File: src/rtl/aq_dtu_cdc_pulse_rx.sv
// Multi-channel receive side for toggle-encoded pulse events entering dst_clk.
// Each channel synchronises its toggle line, counts edges into a saturating queue and hands them out over valid/ready.
module aq_dtu_cdc_pulse_rx #(
    parameter int NCH         = 4,
    parameter int SYNC_STAGES = 3,
    parameter int CNT_W       = 3
) (
    input  logic             dst_clk,
    input  logic             dst_rstn,
    input  logic [NCH-1:0]   src_tgl,
    input  logic [NCH-1:0]   dst_pulse_rdy,
    input  logic [NCH-1:0]   dst_ovf_clr,
    output logic [NCH-1:0]   dst_pulse_vld,
    output logic             dst_any_vld,
    output logic [NCH-1:0]   dst_ack_tgl,
    output logic [NCH-1:0]   dst_ovf
);

    localparam logic [CNT_W-1:0] CNT_MAX = '1;
    localparam logic [CNT_W-1:0] CNT_ONE = CNT_W'(1);

    for (genvar c = 0; c < NCH; c++) begin : g_ch
        logic [SYNC_STAGES-1:0] sync_q;
        logic                   prev_q;
        logic [CNT_W-1:0]       cnt_q;
        logic [CNT_W-1:0]       cnt_d;
        logic                   ack_q;
        logic                   ack_d;
        logic                   ovf_q;
        logic                   ovf_d;
        logic                   evt;
        logic                   pop;
        logic                   drop;

        always_ff @(posedge dst_clk or negedge dst_rstn) begin
            if (!dst_rstn) begin
                sync_q <= '0;
                prev_q <= 1'b0;
            end else begin
                sync_q <= {sync_q[SYNC_STAGES-2:0], src_tgl[c]};
                prev_q <= sync_q[SYNC_STAGES-1];
            end
        end

        assign evt = sync_q[SYNC_STAGES-1] ^ prev_q;
        assign pop = (cnt_q != '0) & dst_pulse_rdy[c];

        // An arriving event and a pop in the same cycle cancel, so a full queue never overflows then.
        always_comb begin
            cnt_d = cnt_q;
            drop  = 1'b0;
            if (evt && !pop) begin
                if (cnt_q == CNT_MAX) begin
                    drop = 1'b1;
                end else begin
                    cnt_d = cnt_q + CNT_ONE;
                end
            end else if (!evt && pop) begin
                cnt_d = cnt_q - CNT_ONE;
            end
        end

        assign ack_d = ack_q ^ pop;
        assign ovf_d = drop | (ovf_q & ~dst_ovf_clr[c]);

        always_ff @(posedge dst_clk or negedge dst_rstn) begin
            if (!dst_rstn) begin
                cnt_q <= '0;
                ack_q <= 1'b0;
                ovf_q <= 1'b0;
            end else begin
                cnt_q <= cnt_d;
                ack_q <= ack_d;
                ovf_q <= ovf_d;
            end
        end

        assign dst_pulse_vld[c] = (cnt_q != '0);
        assign dst_ack_tgl[c]   = ack_q;
        assign dst_ovf[c]       = ovf_q;
    end

    assign dst_any_vld = |dst_pulse_vld;

endmodule

File: config.mk
export PLATFORM = sky130hd
export DESIGN_NAME = aq_dtu_cdc_pulse_rx
export DESIGN_NICKNAME = d
export VERILOG_FILES = /design/src/rtl/aq_dtu_cdc_pulse_rx.sv
export SDC_FILE = /design/constraint.sdc
export NUM_CORES = 1
export LEC_CHECK = 0
export CAP_MARGIN = 0
export CORE_UTILIZATION = 35
export DETAILED_ROUTE_END_ITERATION = 16
export PLACE_DENSITY = 0.56
export REMOVE_ABC_BUFFERS = 1
export SETUP_SLACK_MARGIN = 0.4
export SLEW_MARGIN = 20
export SYNTH_ARGS = -nofsm -noshare
export SYNTH_HDL_FRONTEND = slang
export SYNTH_SLANG_ARGS = --single-unit
File: constraint.sdc
create_clock -name dst_clk -period 2.29 [get_ports dst_clk]
set_input_delay 0.3435 -clock dst_clk [delete_from_list [all_inputs] [get_ports dst_clk]]
set_output_delay 0.3435 -clock dst_clk [all_outputs]
set_load 0.01 [all_outputs]
==> results.md, run 1 <==
- Crit-path max FO: 3
- Drt pass-1 iters: 6
- DR vias: 1,744
- Slew of the pin with the lowest slew margin: 0.824 ns
- I/O Buffers: 26
- First-pass GRT wire length: 7800 um
- Grt ovf: 0
- Area growth from synthesis to layout: 32.9%
- Skew final: 0.00100 ns
- Mean Syn Cell Area: 9.29 um2
- Crit. End Element: output pin
- Buf+Inv Stages, Crit Path: 1
- Rows: 27
- Drt wl/cell: 13.6 um
- Cts hold-fix bufs: 0
- Max-slew violations: 0
- DP Worst Slack: 0.109 ns
- Max Root-Sink Buffers: 2
- Flop pwr share: 0.288
- # Max-Cap Violations: 0
- Reg2Reg Depth: 7
- Worst path required time: 1.95 ns
- Critical Path Stages: 3
- CTS clk-pin slew, worst paths: 0.07 ns
- Layout cells sized above 1: 0.290
- Core Area: 0.00561 mm2
- Slowest CP cell: or4_4
- Dpl hpwl: 3030 um
- CTS tree: yes
- Post-synth EDFFs: 0
- CP arrival: 1.76 ns
- Inserted Diodes: 0
- Top FF cell, synth: dfrtp_1
- Final WL: 4520 um
- RSZ-0062 raised after global routing: true
- Delay-heaviest family, CP: simple AND/OR/NAND/NOR gates
- Switch share: 0.383
- All-Layer GR Usage: 0.160
- Hold Crit Class: in2async
- # setup viols final: 0
- Vias in the first global route: 1,667
- Setup total negative slack: 0 ns
- CP Cell Sequence: or3_4, or4_4, buf_6
- Critical Path Max Stage Delay: 0.55 ns
- YS warnings: 0
- H-tree levels: 2
- Final layout net count: 276
- Max IR drop VDD: 0.518 mV
- Power Density: 1160 mW/mm2
- Sequential-to-total area share from yosys stat: 0.437
- Die W: 78.8 um
- Final Hold Vio Count: 0
- Worst Setup Start Kind: flip-flop
- Root Buffer: clkbuf_8
- P_int: 1970 uW
- CTS Buf Count: 5
- Via density: 5.27
- Die Y: 78.8 um
- Cell variety after synth: 42
- Die area: 0.00621 mm2
- Logic pwr share: 0.537
- Initial DRC Count: 48
- Starting density of the core: 0.368
- Fmax: 476 MHz
- Synthesized cell area: 0.00206 mm2
- Final WS setup: 0.188 ns
- Status: completed
- Post-synthesis async set-or-reset flop share: 1.00
- FILL cells: 561
- Num Clock Sinks: 36
- # IOs: 27
- Final worst-path cycle share: 0.918
- Final critical-path required period: 2.10 ns
- DR DRC count: 0
- Clk_lat worst skew: 0.29 ns
- Max-slew headroom: 0.451
- Initial antenna violation count: 0
- Clock power share: 0.176
- Syn Inst Count: 222
- Psw: 1220 uW
- ANT nets after route: 0
- Synth Register Bits: 36
- Crit path kind: reg2out
- GP Congestion: 0.800
- Static Leak: 0.00110 uW
- Largest net degree at the start of global routing: 37
-- power by group through the flow --
stage	logic (uW)	registers (uW)	clock network [uW]
final	1710	918	561
after global routing	1880	940	610
after CTS	1620	923	581
after detailed placement	1460	929	0
after global placement	1460	922	0
after floorplan	707	1100	0
-- cell usage in the layout (no fill, tap or decap), types with 3 or more instances in the layout --
cell type,n
nor2_1,10
nand2_4,6
xnor2_1,10
nor3_2,3
dfrtp_1,36
clkdlybuf4s50_1,20
o22ai_1,8
and3_1,3
or3_4,4
fa_2,4
o21ai_0,18
clkbuf_8,5
inv_1,10
buf_4,28
dlygate4sd2_1,3
nand3_1,12
nand2_1,16
a21oi_1,4
-- path summary, 6_finish.rpt --
kind                                              start                      endpoint  slack (ns)
max in group asynchronous                      dst_rstn      g_ch[1].prev_q$_DFF_PN0_        1.63
min                                            dst_rstn  g_ch[2].cnt_q[0]$_DFFE_PN0P_        0.15
min reg2reg                 g_ch[3].sync_q[1]$_DFF_PN0_   g_ch[3].sync_q[2]$_DFF_PN0_        0.35
max reg2reg                g_ch[2].cnt_q[1]$_DFFE_PN0P_  g_ch[2].cnt_q[1]$_DFFE_PN0P_        0.29
max                        g_ch[2].cnt_q[1]$_DFFE_PN0P_                   dst_any_vld        0.19
min in group dst_clk        g_ch[3].sync_q[1]$_DFF_PN0_   g_ch[3].sync_q[2]$_DFF_PN0_        0.35
-- what timing repair did --
item | CTS | global route
pin swaps | 27 | 10
setup buffers | 7 | 1
gates resized for setup | 35 | 15
endpoints found under the setup margin | 13 | 10
-- registers in the layout (all words and copies together), names as in the netlist --
name	cells
g_ch.ack_q	4
g_ch.cnt_q	12
g_ch.ovf_q	4
g_ch.prev_q	4
g_ch.sync_q	12
-- area by class of cell --
type	instances	area [um2]	area share
Timing Repair Buffer	54	465	0.170
Multi-Input combinational cell	151	1140	0.416
Clock buffer	6	72.6	0.0265
Clock inverter	2	35.0	0.0128
Sequential cell	36	901	0.328
Tap cell	72	90.1	0.0328
Inverter	10	37.5	0.0137
-- logic make-up after synthesis --
group	count (synthesis)	share of synthesized area
AO/OA/AOI/OAI	62	0.200
XOR/XNOR	14	0.0667
adder cells (fa/ha/maj)	4	0.0388
buffers and inverters	35	0.0879
flip-flops	36	0.437
AND/OR/NAND/NOR	71	0.170
-- synthesized netlist by cell type, types with 3 or more instances --
cell | count | area [um2]
buf_2 | 7 | 35.0
inv_1 | 10 | 37.5
and3_1 | 4 | 25.0
o21ai_0 | 21 | 105
a21oi_1 | 6 | 30.0
nand3_1 | 13 | 65.1
buf_4 | 9 | 67.6
fa_1 | 4 | 80.1
xnor2_1 | 10 | 87.6
nand2_1 | 24 | 90.1
nor2_1 | 11 | 41.3
or3_1 | 3 | 18.8
o22ai_1 | 8 | 50.1
o2111ai_1 | 4 | 35.0
dfrtp_1 | 36 | 901
clkbuf_1 | 8 | 30.0
nor3_1 | 4 | 20.0
-- stage by stage --
step / hold WS, ns / power, uW / area, um2 / utilization / instances
after floorplan: 0.0479 / 1810 / 1920 / - / 197
after global placement: 0.332 / 2380 / 2410 / 0.431 / 315
after detailed placement: 0.336 / 2390 / 2410 / 0.431 / 315
after CTS: 0.180 / 3130 / 2670 / 0.475 / 330
after global routing: 0.239 / 3430 / 2740 / 0.489 / 331
final: 0.148 / 3190 / 2740 / 0.489 / 331
-- metal layers --
metal | track usage | part of all wire
met3 | 0.0379 | 0.037
met5 | 0 | 0
met1 | 0.213 | 0.48
met4 | 0.0593 | 0.013
met2 | 0.253 | 0.47
(Power assumes the default switching activity.)
==> run 2, diff against run 1 <==
- CTS_BUF_LIST: default -> sky130_fd_sc_hd__clkbuf_16
- GPL_TIMING_DRIVEN: default -> 0
- PLACE_DENSITY: 0.56 -> 0.54
- clock period: 2.29 -> 2.58 ns (I/O delays scaled with it)
==> run 2 against run 1 <==
Against the previous run: final cell count shrank 3.3%; combinational power shrank 20%; sequential share of layout area grew 1.8 points; final area decreased by 3.5%; non-clock buffer count shrank 11; clock power grew 2%.
==> results.md, run 2 (same netlist as run 1, synthesis figures left out) <==
- Cts hold-fix bufs: 0 (unchanged)
- Storage element area: 916 um2 (+1.7%)
- DR DRC count: 0 (unchanged)
- First-pass GRT wire length: 6890 um (-12%)
- # IOs: 27 (unchanged)
- # setup viols final: 0 (unchanged)
- Most common cell after layout, fill and taps aside: dfrtp_1
- CTS clk-pin slew, worst paths: 0.06 ns (about the same)
- Via density: 5.24 (-0.60%)
- Max IR drop VDD: 0.384 mV (-26%)
- Layout Cells excl Fill: 320 (-3.3%)
- Critical Path Max Stage Delay: 0.42 ns (-0.13 ns)
- All-Layer GR Usage: 0.139 (-0.0217)
- Rows: 27 (unchanged)
- Vias in the first global route: 1,495 (-10%)
- CTS tree: yes
- Die W: 78.8 um (unchanged)
- Worst path required time: 2.72 ns (+0.77 ns)
- Initial DRC Count: 72 (+50%)
- RSZ-0062 raised after global routing: true
- Top flop regs: g_ch.cnt_q: 12 flops, g_ch.sync_q: 12 flops
- # Max-Cap Violations: 0 (unchanged)
- Largest net degree at the start of global routing: 26 (-30%)
- Final layout net count: 265 (-4.0%)
- Drt pass-1 iters: 4 (-2)
- Most frequent cells in the layout: dfrtp_1 (24), o21ai_0 (21), clkdlybuf4s50_1 (20)
- Die area: 0.00621 mm2 (unchanged)
- Placed Area: 0.00228 mm2 (-5.4%)
- Hold Crit Class: in2async
- Crit. End Element: flip-flop
- Final Hold Vio Count: 0 (unchanged)
- Grt ovf: 0 (unchanged)
- Slowest CP cell: or3_4
- CTS Buf Count: 5 (unchanged)
- DR vias: 1,676 (-3.9%)
- Clk_lat worst skew: 0.27 ns (-0.02 ns)
- Crit-path max FO: 5 (+2)
- Area growth from synthesis to layout: 28.3%
- H-tree levels: 2 (unchanged)
- Status: completed
- ANT nets after route: 0 (unchanged)
- Root Buffer: clkbuf_16
- Max-slew headroom: 0.634 (+0.183)
- Final worst-path cycle share: 0.838
- Num Clock Sinks: 36 (unchanged)
- Static Leak: 0.00107 uW (-2.6%)
- Power Density: 1050 mW/mm2 (-9.7%)
- Slew of the pin with the lowest slew margin: 0.545 ns (-0.279 ns)
- Starting density of the core: 0.368 (unchanged)
- Skew final: 0.00281 ns (+0.00181 ns)
- Final critical-path required period: 2.16 ns
- Core Area: 0.00561 mm2 (unchanged)
- Layout cells sized above 1: 0.230 (-0.0597)
- Most used cell, CP: nand2_2
- Final WL: 4190 um (-7.3%)
- Worst Setup Start Kind: flip-flop
- Initial antenna violation count: 0 (unchanged)
- CP arrival: 2.31 ns (+0.55 ns)
- Multi-input logic area: 0.00106 mm2 (-6.9%)
- Inserted Diodes: 0 (unchanged)
- Setup total negative slack: 0 ns (unchanged)
- Post-route design area: 0.00265 mm2 (-3.5%)
- Max Root-Sink Buffers: 2 (unchanged)
- Inst Count DP: 296 (-6.0%)
- CP Cell Sequence: or3_4, nand2_2, nand2_2, fa_2, or3_1, a21oi_1, a211oi_1
- Fmax: 462 MHz
- Crit path kind: reg2reg
- Power, Total: 2780 uW (-13%)
- Hold slack: 0.00585 ns (-0.142 ns)
- I/O Buffers: 26 (unchanged)
- Drt wl/cell: 13.1 um (-4.1%)
- Max-slew violations: 0 (unchanged)
- Die Y: 78.8 um (unchanged)
- Dpl hpwl: 2670 um (-12%)
- GP Congestion: 0.765 (-4.4%)
- FILL cells: 546 (-2.7%)
run 2: power breakdown:
group	total, uW	switching (uW)	internal (uW)
combinational	1360	681	677
clock	570	219	350
sequential	854	114	740
run 2: metrics by stage:
step,utilization,setup slack (ns)
2_1_floorplan,-,0.313
3_3_place_gp,0.405,0.0732
3_5_place_dp,0.407,0.0547
4_1_cts,0.453,0.415
5_1_grt,0.472,0.337
6_report,0.472,0.417
run 2: worst max-delay path: cells and delay by family, from the launching register on:
family,cells,cell delay (ns)
AO/OA/AOI/OAI,2,0.22
flip-flops,1,0.41
AND/OR/NAND/NOR,4,0.98
adder cells (fa/ha/maj),1,0.42
run 2: path summary, 6_finish.rpt:
check                                        startpoint                           end  slack (ns)  depth (start not counted)
setup reg to reg           g_ch[1].cnt_q[0]$_DFFE_PN0P_  g_ch[1].cnt_q[2]$_DFFE_PN0P_        0.42                          7
hold / removal                                 dst_rstn       g_ch[0].ack_q$_DFF_PN0_       0.006                          1
max in group asynchronous                      dst_rstn  g_ch[3].cnt_q[0]$_DFFE_PN0P_        2.13                          2
setup / recovery           g_ch[1].cnt_q[0]$_DFFE_PN0P_  g_ch[1].cnt_q[2]$_DFFE_PN0P_        0.42                          7
min in group dst_clk        g_ch[1].sync_q[1]$_DFF_PN0_   g_ch[1].sync_q[2]$_DFF_PN0_        0.35                          0
hold reg to reg             g_ch[1].sync_q[1]$_DFF_PN0_   g_ch[1].sync_q[2]$_DFF_PN0_        0.35                          0
run 2: repair_timing:
action	CTS	global route
buffers inserted	12	4
setup endpoints to repair	8	8
pin swaps	1	6
gates resized for setup	18	19
endpoints found under the hold margin	0	0
run 2: layer usage:
metal / share of wire / global-route usage
met5: 0 / 0
met4: 0 / 0.0222
met3: 0.038 / 0.0368
met2: 0.46 / 0.216
met1: 0.51 / 0.196
run 2: area by class of cell:
cell class	instances	area share
repair buffers	43	0.151
clock inverters	3	0.00567
flip-flops and latches	36	0.346
well taps	72	0.0340
inverters	10	0.0142
clock buffers	5	0.0473
multi-input cells	151	0.401
==> run 3, diff against run 2 <==
- PLACE_DENSITY: 0.54 -> 0.56
- clock period: 2.58 -> 1.95 ns (I/O delays scaled with it)
==> run 3 against run 2 <==
Against the previous run: the flow now finishes with violations (negative setup slack); fmax rose by 3.4%; critical endpoint unchanged; highest routed layer is now met4; core utilization rose by 7.9 points; wire length rose by 13%; register-to-register slack got worse by 0.56 ns; non-clock buffer count rose by 31; clock skew rose by 0.0065 ns; flip-flop and latch count did not move; first-iteration DRC count fell by 54%; critical path depth did not move; hold slack improved by 0.34 ns; sequential power rose by 31%; largest power group unchanged.
==> results.md, run 3 (same netlist as run 1, synthesis figures left out) <==
- Status: finished, violations left
- Violated checks: negative setup slack
- Vias in the first global route: 1,668 (+12%)
- Drt pass-1 iters: 4 (unchanged)
- Slew of the pin with the lowest slew margin: 0.483 ns (-0.0621 ns)
- Static Leak: 0.00128 uW (+20%)
- Top flop regs: g_ch.cnt_q: 12 flops, g_ch.sync_q: 12 flops
- Initial antenna violation count: 0 (unchanged)
- Core Area: 0.00561 mm2 (unchanged)
- Dpl hpwl: 2580 um (-3.3%)
- First-pass GRT wire length: 7490 um (+8.7%)
- Final worst-path cycle share: 1.07 (+0.234)
- CTS tree: yes
- Final layout net count: 296 (+12%)
- Worst Setup Start Kind: flip-flop
- Most used cell, CP: nand2_4
- Clk_lat worst skew: 0.28 ns (about the same)
- Final WS setup: -0.142 ns (-0.559 ns)
- Drt wl/cell: 13.5 um (+3.2%)
- Grt ovf: 0 (unchanged)
- Max-slew violations: 0 (unchanged)
- Most common cell after layout, fill and taps aside: buf_4
- Die Y: 78.8 um (unchanged)
- Hold Crit Class: reg2reg
- Initial DRC Count: 33 (-54%)
- Final critical-path required period: 2.09 ns (-0.0711 ns)
- CTS clk-pin slew, worst paths: 0.06 ns (about the same)
- H-tree levels: 2 (unchanged)
- CP arrival: 2.25 ns (-0.06 ns)
- Delay-heaviest family, CP: simple AND/OR/NAND/NOR gates
- # setup viols final: 6 (+6)
- Rows: 27 (unchanged)
- Root Buffer: clkbuf_16
- Critical Path Max Stage Delay: 0.42 ns (about the same)
- Post-Route Utilization: 0.551 (+0.0790)
- Area growth from synthesis to layout: 49.7%
- Max IR drop VDD: 0.627 mV (+63%)
- Max Root-Sink Buffers: 2 (unchanged)
- Via density: 5.21 (-0.51%)
- ANT nets after route: 0 (unchanged)
- # Max-Cap Violations: 0 (unchanged)
- Inserted Diodes: 0 (unchanged)
- Power Density: 1370 mW/mm2 (+31%)
- Crit. End Element: flip-flop
- Placed Area: 0.00228 mm2 (unchanged)
- Skew final: 0.00930 ns (+0.00649 ns)
- Most frequent cells in the layout: buf_4 (35), dfrtp_1 (23), o21ai_0 (18)
- RSZ-0062 raised after global routing: true
- # IOs: 27 (unchanged)
- Final Hold Vio Count: 0 (unchanged)
- Die area: 0.00621 mm2 (unchanged)
- Layout cells sized above 1: 0.409 (+0.179)
- Crit path kind: reg2reg
- CP Cell Sequence: or3_4, nand2_4, nand2_4, fa_2, or3_1, a21oi_1, a211oi_1
- Slowest CP cell: dfrtp_2
- I/O Buffers: 26 (unchanged)
- DR vias: 1,829 (+9.1%)
- Starting density of the core: 0.368 (unchanged)
- Setup total negative slack: -0.440 ns (-0.440 ns)
- Num Clock Sinks: 36 (unchanged)
- Crit-path max FO: 4 (-1)
- DR DRC count: 0 (unchanged)
- Final WL: 4740 um (+13%)
- Max-slew headroom: 0.678 (+0.0435)
- Reg2reg setup slack: -0.14 ns (-0.56 ns)
- Largest net degree at the start of global routing: 32 (+23%)
- Worst path required time: 2.11 ns (-0.61 ns)
- GP Congestion: 0.789 (+3.2%)
- CTS Buf Count: 5 (unchanged)
- Die W: 78.8 um (unchanged)
- All-Layer GR Usage: 0.153 (+0.0139)
- Fmax: 478 MHz (+3.4%)
- Buf+Inv Stages, Crit Path: 0 (unchanged)
- Hold slack: 0.343 ns (+0.337 ns)
- Post-route design area: 0.00309 mm2 (+17%)
-- run 3: what timing repair did --
action                                 4_1_cts  5_1_grt
gates resized for setup                     71       31
pin swaps                                   31       18
buffers inserted                            30       16
cloned                                       0        0
hold buffers                                 1        0
endpoints found under the hold margin        5        0
setup endpoints to repair                   13       18
-- run 3: per-stage QoR --
stage | worst slack (ns) | total power, uW | instances
floorplan | -0.317 | 2130 | 197
global placement | -0.480 | 2560 | 295
detailed placement | -0.492 | 2580 | 296
CTS | -0.0945 | 4010 | 335
global route | -0.195 | 4540 | 351
finish | -0.142 | 4240 | 351
-- run 3: final timing paths --
| kind | startpoint | endpoint | cells after the start |
|---|---|---|---|
| worst max-delay path | g_ch[1].cnt_q[1]$_DFFE_PN0P_ | g_ch[1].cnt_q[2]$_DFFE_PN0P_ | 7 |
| worst min-delay path | g_ch[0].sync_q[1]$_DFF_PN0_ | g_ch[0].sync_q[2]$_DFF_PN0_ | 0 |
| worst max register to register | g_ch[1].cnt_q[1]$_DFFE_PN0P_ | g_ch[1].cnt_q[2]$_DFFE_PN0P_ | 7 |
| worst min register to register | g_ch[0].sync_q[1]$_DFF_PN0_ | g_ch[0].sync_q[2]$_DFF_PN0_ | 0 |
| max in group asynchronous | dst_rstn | g_ch[0].cnt_q[1]$_DFFE_PN0P_ | 3 |
| min in group asynchronous | dst_rstn | g_ch[2].cnt_q[2]$_DFFE_PN0P_ | 2 |
-- run 3: final cells by class --
cell class                 instances  area (um2)
clock buffer                       5         125
clock inverter                     3        42.5
fill                             502        2520
inverter                          10        37.5
multi-input combinational        151        1210
sequential                        36         917
tap                               72        90.1
timing repair buffer              74         664
-- run 3: worst register-to-register path: stages (launching register included) --
cell	delay, ns
dfrtp_2	0.42
or3_4	0.42
nand2_4	0.09
nand2_4	0.06
fa_2	0.39
or3_1	0.34
a21oi_1	0.17
a211oi_1	0.08
-- run 3: per-layer routing --
layer,global-route usage,vias up,part of all wire
li1,-,894,-
met1,0.185,889,0.46
met2,0.257,38,0.48
met3,0.0460,8,0.044
met4,0.0500,0,0.015
met5,0,-,0
-- run 3: power by group --
group / internal (uW) / switching (uW)
sequential: 979 / 144
clock: 600 / 315
combinational: 1130 / 1070
